--- config.mk ---
export PLATFORM = sky130hd
export DESIGN_NAME = lcg_stim_driver
export DESIGN_NICKNAME = d
export VERILOG_FILES = /design/src/rtl/stim_pkg.sv /design/src/rtl/sig_fold_misr.sv /design/src/rtl/lcg_stim_driver.sv
export SDC_FILE = /design/constraint.sdc
export NUM_CORES = 1
export LEC_CHECK = 0
export ABC_AREA = 1
export BUFFER_PORTS_ARGS = -buffer_cell sky130_fd_sc_hd__buf_4
export CAP_MARGIN = 20
export CORE_UTILIZATION = 52
export CTS_CLUSTER_DIAMETER = 50
export DETAILED_ROUTE_END_ITERATION = 8
export PLACE_DENSITY = 0.78
export SYNTH_ARGS = -nofsm -noshare
export SYNTH_HDL_FRONTEND = slang
export SYNTH_SLANG_ARGS = --single-unit
--- constraint.sdc ---
create_clock -name clk -period 6.4 [get_ports clk]
set_input_delay 0.64 -clock clk [delete_from_list [all_inputs] [get_ports clk]]
set_output_delay 0.64 -clock clk [all_outputs]
set_load 0.05 [all_outputs]
--- src/rtl/stim_pkg.sv ---
// Shared types and constants for the LCG stimulus driver and its signature compressor.
package stim_pkg;

  typedef enum logic [1:0] {
    STIM_LCG  = 2'd0,
    STIM_CNT  = 2'd1,
    STIM_WALK = 2'd2,
    STIM_HOLD = 2'd3
  } stim_mode_e;

  typedef enum logic [1:0] {
    ST_IDLE    = 2'd0,
    ST_FILL    = 2'd1,
    ST_PRESENT = 2'd2,
    ST_DONE    = 2'd3
  } stim_state_e;

  localparam logic [31:0] LCG_MUL_DEF = 32'h41C64E6D;
  localparam logic [31:0] LCG_INC_DEF = 32'h0000_3039;

  function automatic int nchunk(input int width);
    return (width + 31) / 32;
  endfunction

endpackage

--- src/rtl/sig_fold_misr.sv ---
// Folds a wide response word into 32 bits and accumulates it into a rotate-xor signature.
module sig_fold_misr
  import stim_pkg::*;
#(
  parameter int RESP_W = 159
) (
  input  logic              clk,
  input  logic              rst,
  input  logic              clr,
  input  logic              en,
  input  logic [RESP_W-1:0] data,
  output logic [31:0]       signature
);

  localparam int NC    = nchunk(RESP_W);
  localparam int PAD_W = NC * 32;

  logic [PAD_W-1:0] padded;
  logic [31:0]      fold;

  always_comb begin
    padded = '0;
    padded[RESP_W-1:0] = data;
    fold = '0;
    for (int k = 0; k < NC; k++) begin
      fold = fold ^ padded[k*32 +: 32];
    end
  end

  // Clear wins over an update arriving in the same cycle.
  always_ff @(posedge clk) begin
    if (rst || clr) begin
      signature <= '0;
    end else if (en) begin
      signature <= {signature[30:0], signature[31]} ^ fold;
    end
  end

endmodule

--- src/rtl/lcg_stim_driver.sv ---
// Builds wide stimulus vectors one 32-bit chunk per clock and presents them under valid/ready.
module lcg_stim_driver
  import stim_pkg::*;
#(
  parameter int          OUT_W   = 138,
  parameter int          RESP_W  = 159,
  parameter int          CNT_W   = 16,
  parameter logic [31:0] LCG_MUL = LCG_MUL_DEF,
  parameter logic [31:0] LCG_INC = LCG_INC_DEF
) (
  input  logic              clk,
  input  logic              rst,
  input  logic              start,
  input  logic [31:0]       seed,
  input  logic [1:0]        mode,
  input  logic [CNT_W-1:0]  num_vectors,
  output logic              stim_valid,
  input  logic              stim_ready,
  output logic [OUT_W-1:0]  stim_data,
  input  logic              resp_valid,
  input  logic [RESP_W-1:0] resp_data,
  output logic              busy,
  output logic              done,
  output logic [CNT_W-1:0]  vec_count,
  output logic [31:0]       signature
);

  localparam int NCHUNK = nchunk(OUT_W);
  localparam int PAD_W  = NCHUNK * 32;
  localparam int CI_W   = $clog2(NCHUNK + 1);
  localparam int WP_W   = $clog2(OUT_W + 1);

  stim_state_e      state, state_next;
  stim_mode_e       mode_r;
  logic [31:0]      lcg;
  logic [CI_W-1:0]  chunk_idx;
  logic [CNT_W-1:0] num_r;
  logic [WP_W-1:0]  walk_pos;

  logic             start_ok;
  logic             accept;
  logic             last_chunk;
  logic [CNT_W-1:0] count_inc;
  logic [31:0]      lcg_step;
  logic [PAD_W-1:0] walk_pad;
  logic [PAD_W-1:0] data_pad;
  logic [31:0]      chunk_val;
  logic [OUT_W-1:0] data_next;

  assign start_ok   = start && ((state == ST_IDLE) || (state == ST_DONE));
  assign accept     = (state == ST_PRESENT) && stim_ready;
  assign last_chunk = (chunk_idx == CI_W'(NCHUNK - 1));
  assign count_inc  = vec_count + 1'b1;
  assign lcg_step   = lcg * LCG_MUL + LCG_INC;

  assign stim_valid = (state == ST_PRESENT);
  assign busy       = (state == ST_FILL) || (state == ST_PRESENT);
  assign done       = (state == ST_DONE);

  // Chunk source per mode, merged into the vector under construction.
  always_comb begin
    walk_pad = PAD_W'(1) << walk_pos;
    case (mode_r)
      STIM_CNT:  chunk_val = 32'(vec_count);
      STIM_WALK: chunk_val = walk_pad[chunk_idx*32 +: 32];
      default:   chunk_val = lcg_step;
    endcase
    data_pad = '0;
    data_pad[OUT_W-1:0] = stim_data;
    data_pad[chunk_idx*32 +: 32] = chunk_val;
    data_next = data_pad[OUT_W-1:0];
  end

  always_comb begin
    state_next = state;
    case (state)
      ST_IDLE, ST_DONE: begin
        if (start_ok) begin
          state_next = (num_vectors == '0) ? ST_DONE : ST_FILL;
        end
      end
      ST_FILL: begin
        if (last_chunk) state_next = ST_PRESENT;
      end
      ST_PRESENT: begin
        if (stim_ready) begin
          if (count_inc == num_r)     state_next = ST_DONE;
          else if (mode_r == STIM_HOLD) state_next = ST_PRESENT;
          else                          state_next = ST_FILL;
        end
      end
      default: state_next = ST_IDLE;
    endcase
  end

  always_ff @(posedge clk) begin
    if (rst) begin
      state     <= ST_IDLE;
      mode_r    <= STIM_LCG;
      lcg       <= '0;
      stim_data <= '0;
      chunk_idx <= '0;
      vec_count <= '0;
      num_r     <= '0;
      walk_pos  <= '0;
    end else begin
      state <= state_next;
      if (start_ok) begin
        lcg       <= seed;
        mode_r    <= stim_mode_e'(mode);
        num_r     <= num_vectors;
        vec_count <= '0;
        walk_pos  <= '0;
        chunk_idx <= '0;
      end else begin
        if (state == ST_FILL) begin
          stim_data <= data_next;
          chunk_idx <= last_chunk ? '0 : chunk_idx + 1'b1;
          if ((mode_r == STIM_LCG) || (mode_r == STIM_HOLD)) lcg <= lcg_step;
        end
        // Count reaches num_r exactly once and the FSM leaves PRESENT, so no wrap.
        if (accept) begin
          vec_count <= count_inc;
          walk_pos  <= (walk_pos == WP_W'(OUT_W - 1)) ? '0 : walk_pos + 1'b1;
        end
      end
    end
  end

  sig_fold_misr #(.RESP_W(RESP_W)) u_sig (
    .clk       (clk),
    .rst       (rst),
    .clr       (start_ok),
    .en        (resp_valid),
    .data      (resp_data),
    .signature (signature)
  );

endmodule

==> impl_metrics.csv <==
group,metric,value,unit
outcome,status,"complete, but fails checks",
outcome,violations,"DRC",
finish,syn2layout_area_growth,31.5,%
logic_synthesis,synthesis.nets,3372,
floorplanning,design.core.area,41000,um2
logic_synthesis,syn_area,21800,um2
hold_path,hp-class,"in -> reg",
route,drt-total-wl,82900,um
floorplanning,dieHeight,207,um
route,drtAntennaViolNets,0,
timing,clock.fmax,160,MHz
global_routing,antenna_found_initial,11,
logic_synthesis,yosys.area.top_type,"dfxtp_1",
worst_setup_path,crit_type,"reg -> reg",
worst_setup_path,r2r_slack,140,ps
logic_synthesis,seq_area_frac_synth,22.9,%
logic_synthesis,ys_top_cells_by_area,"dfxtp_1 (23%), fa_1 (17%), ha_1 (13%)",
route,first_pass_iters,9,
timing,period_needed,6260,ps
floorplanning,start_util,53.0,%
finish,stdcell_count,3854,
timing,whs,306,ps
global_routing,grt-ovfl-total,0,
logic_synthesis,synth_area_per_cell,7.92,um2
place,place.port_buffers,402,
logic_synthesis,yosysTopAreaCellShare,22.9,%
logic_synthesis,ys_top_cells_by_count,"inv_1 (540), nand2_1 (326), dfxtp_1 (249), a21oi_1 (223), ha_1 (223)",
finish,drive_gt1_share,26.5,%
logic_synthesis,yosysWarningCount,0,
worst_setup_path,worstPathRequired,6930,ps
clocking,clk_pin_slew,60,ps
logic_synthesis,postSynthCellCount,2747,
place,gp_congestion,1.06,
floorplanning,core.rowCount,74,
logic_synthesis,ys_async_sr_fraction,0,%
worst_setup_path,crit_end,"stim_data[126]$_SDFFE_PP0P_",
timing,skew,14.0,ps
worst_setup_path,cp.arrival,6780,ps
timing,finalCritPeriodShare,97.8,%
worst_setup_path,reg2reg_depth,25,
clocking,clock_sinks,249,
clocking,cts_tree,"done",
worst_setup_path,cp-start-kind,"flop",
finish,final_nets,3914,
global_routing,track_usage,38.3,%
timing,worstMarginPinSlew,991,ps
clocking,cts_max_level,1,
clocking,clock_path_buffers,3,
clocking,clock_latency,600,ps
route,drtIter0Drc,1729,
route,detail_route.wl_per_cell,21.5,um
logic_synthesis,synth_most_common_cell,"inv_1",
worst_setup_path,startpoint,"lcg[17]$_SDFFE_PP0P_",
timing,drv_slew,0,
global_routing,grt_max_degree,79,
clocking,cts_buffers,30,
clocking,hold_buffers,0,
floorplanning,die_area,42700,um2
timing,hold_viol_final,0,
floorplanning,pin_count,403,
timing,relSlewSlack,33.8,%
worst_setup_path,rr_startpoint,"lcg[17]$_SDFFE_PP0P_",
global_routing,first_global_vias,21200,
route,vias_per_cell,5.45,
timing,setup_ws,141,ps
global_routing,grt_pass1_wl,122000,um
logic_synthesis,ys.flop_type,"dfxtp_1",
timing,setup_viol,0,
worst_setup_path,r2r-end,"stim_data[126]$_SDFFE_PP0P_",
logic_synthesis,synth_cell_types,54,
worst_setup_path,end_kind,"flop",
place,pre_cts_ws,-295,ps
clocking,ctsRootBufferMaster,"clkbuf_16",
route,post-route-drc-count,4,
logic_synthesis,synth_seq_cells,249,
route,vias,21000,
worst_setup_path,crit_fanout,4,
timing,rsz0062_at_grt,"yes",
place,dp_hpwl,67200,um
place,post-place-cells,3774,
logic_synthesis,synth_edf_count,0,
flow_run,maxCapViolations,0,
floorplanning,die_w,207,um
## per-stage QoR
| step | area [um2] | utilization [%] | TNS (ps) |
|---|---|---|---|
| 3_5_place_dp | 26500 | 64.6 | -5300 |
| 2_1_floorplan | 21800 | - | 0 |
| 6_report | 28600 | 69.7 | 0 |
| 4_1_cts | 27800 | 67.8 | 0 |
| 3_3_place_gp | 26500 | 64.5 | -3280 |
| 5_1_grt | 28600 | 69.7 | -770 |
## logic make-up after synthesis
family,count (synthesis),synth area share [%]
buffers and inverters,656,11.4
DFF,249,22.9
xor gates and xnor gates,223,9.05
and+or+nand+nor,708,14.0
AOI/OAI and AO/OA,500,12.5
adders and majority gates,411,30.1
## per-layer routing
| layer | global-route usage, % | wire length, um | vias to the layer above |
|---|---|---|---|
| li1 | - | - | 9747 |
| met4 | 25.1 | 6390 | 0 |
| met2 | 65.0 | 40000 | 964 |
| met3 | 6.47 | 5990 | 269 |
| met5 | 0 | 0 | - |
| met1 | 44.6 | 30500 | 10000 |
## state kept, by name, indices dropped and copies added (netlist names)
name and flops:
mode_r 2, vec_count 16, num_r 16, chunk_idx 3, stim_data 138, lcg 32
u_sig.signature 32, state 2, walk_pos 8
## area by class of cell
type	instances	area, um2
antenna	11	27.5
clock buffer	41	862
fill	3349	12400
multi-input combinational	1842	15200
tap	532	666
clock inverter	13	129
inverter	566	2120
timing repair buffer	600	4570
sequential	249	5040
## repair_timing
item	CTS	global route
setup buffers	5	9
setup endpoints to repair	55	83
gates resized for setup	66	168
pin swaps	27	84
## cells in the final DEF, fill, tap and decap left out, types with 17 or more instances in the layout
master / netlist / routed
a21oi_1: 223 / 207
ha_1: 223 / 191
nand2_1: 326 / 309
a31oi_1: 18 / 18
inv_2: 20 / 37
clkbuf_16: 0 / 30
o21ai_0: 181 / 170
nor2_2: 4 / 21
xor2_1: 109 / 104
fa_1: 188 / 178
nand3_1: 83 / 69
ha_4: 0 / 26
nand4_1: 41 / 41
xnor2_1: 113 / 113
buf_4: 0 / 593
o21ai_1: 23 / 22
inv_1: 540 / 523
nor3_1: 20 / 17
dfxtp_1: 249 / 229
nor2_1: 196 / 169
## worst min-delay path by stage
stage	from	end	slack [ps]	cells past startpoint
6_report	num_vectors[0]	num_r[0]$_SDFFE_PP0P_	310	3
5_1_grt	seed[16]	lcg[16]$_SDFFE_PP0P_	320	3
4_1_cts	num_vectors[0]	num_r[0]$_SDFFE_PP0P_	290	3
3_5_place_dp	stim_data[36]$_SDFFE_PP0P_	stim_data[36]$_SDFFE_PP0P_	460	2
3_3_place_gp	stim_data[126]$_SDFFE_PP0P_	stim_data[126]$_SDFFE_PP0P_	460	2
2_1_floorplan	num_r[13]$_SDFFE_PP0P_	num_r[13]$_SDFFE_PP0P_	440	2
## critical path, stage by stage, from the launching register on
cell and delay (ps):
dfxtp_4 370, ha_4 260, fa_1 520, inv_2 40, fa_1 490, inv_2 40, fa_1 520, fa_1 590
inv_2 50, fa_1 520, inv_2 40, fa_1 510, inv_2 40, fa_1 510, inv_2 50, ha_4 280
buf_6 110, nand2_4 50, nor2_4 150, nand4_1 90, or2_1 260, nand4_1 140, nand3_2 110, nand2_4 160
nand4_1 90, a21oi_1 170
Power is left out: the tool's default activity adds up to more than one toggle a clock period on the data nets, which glitch-free logic cannot reach.
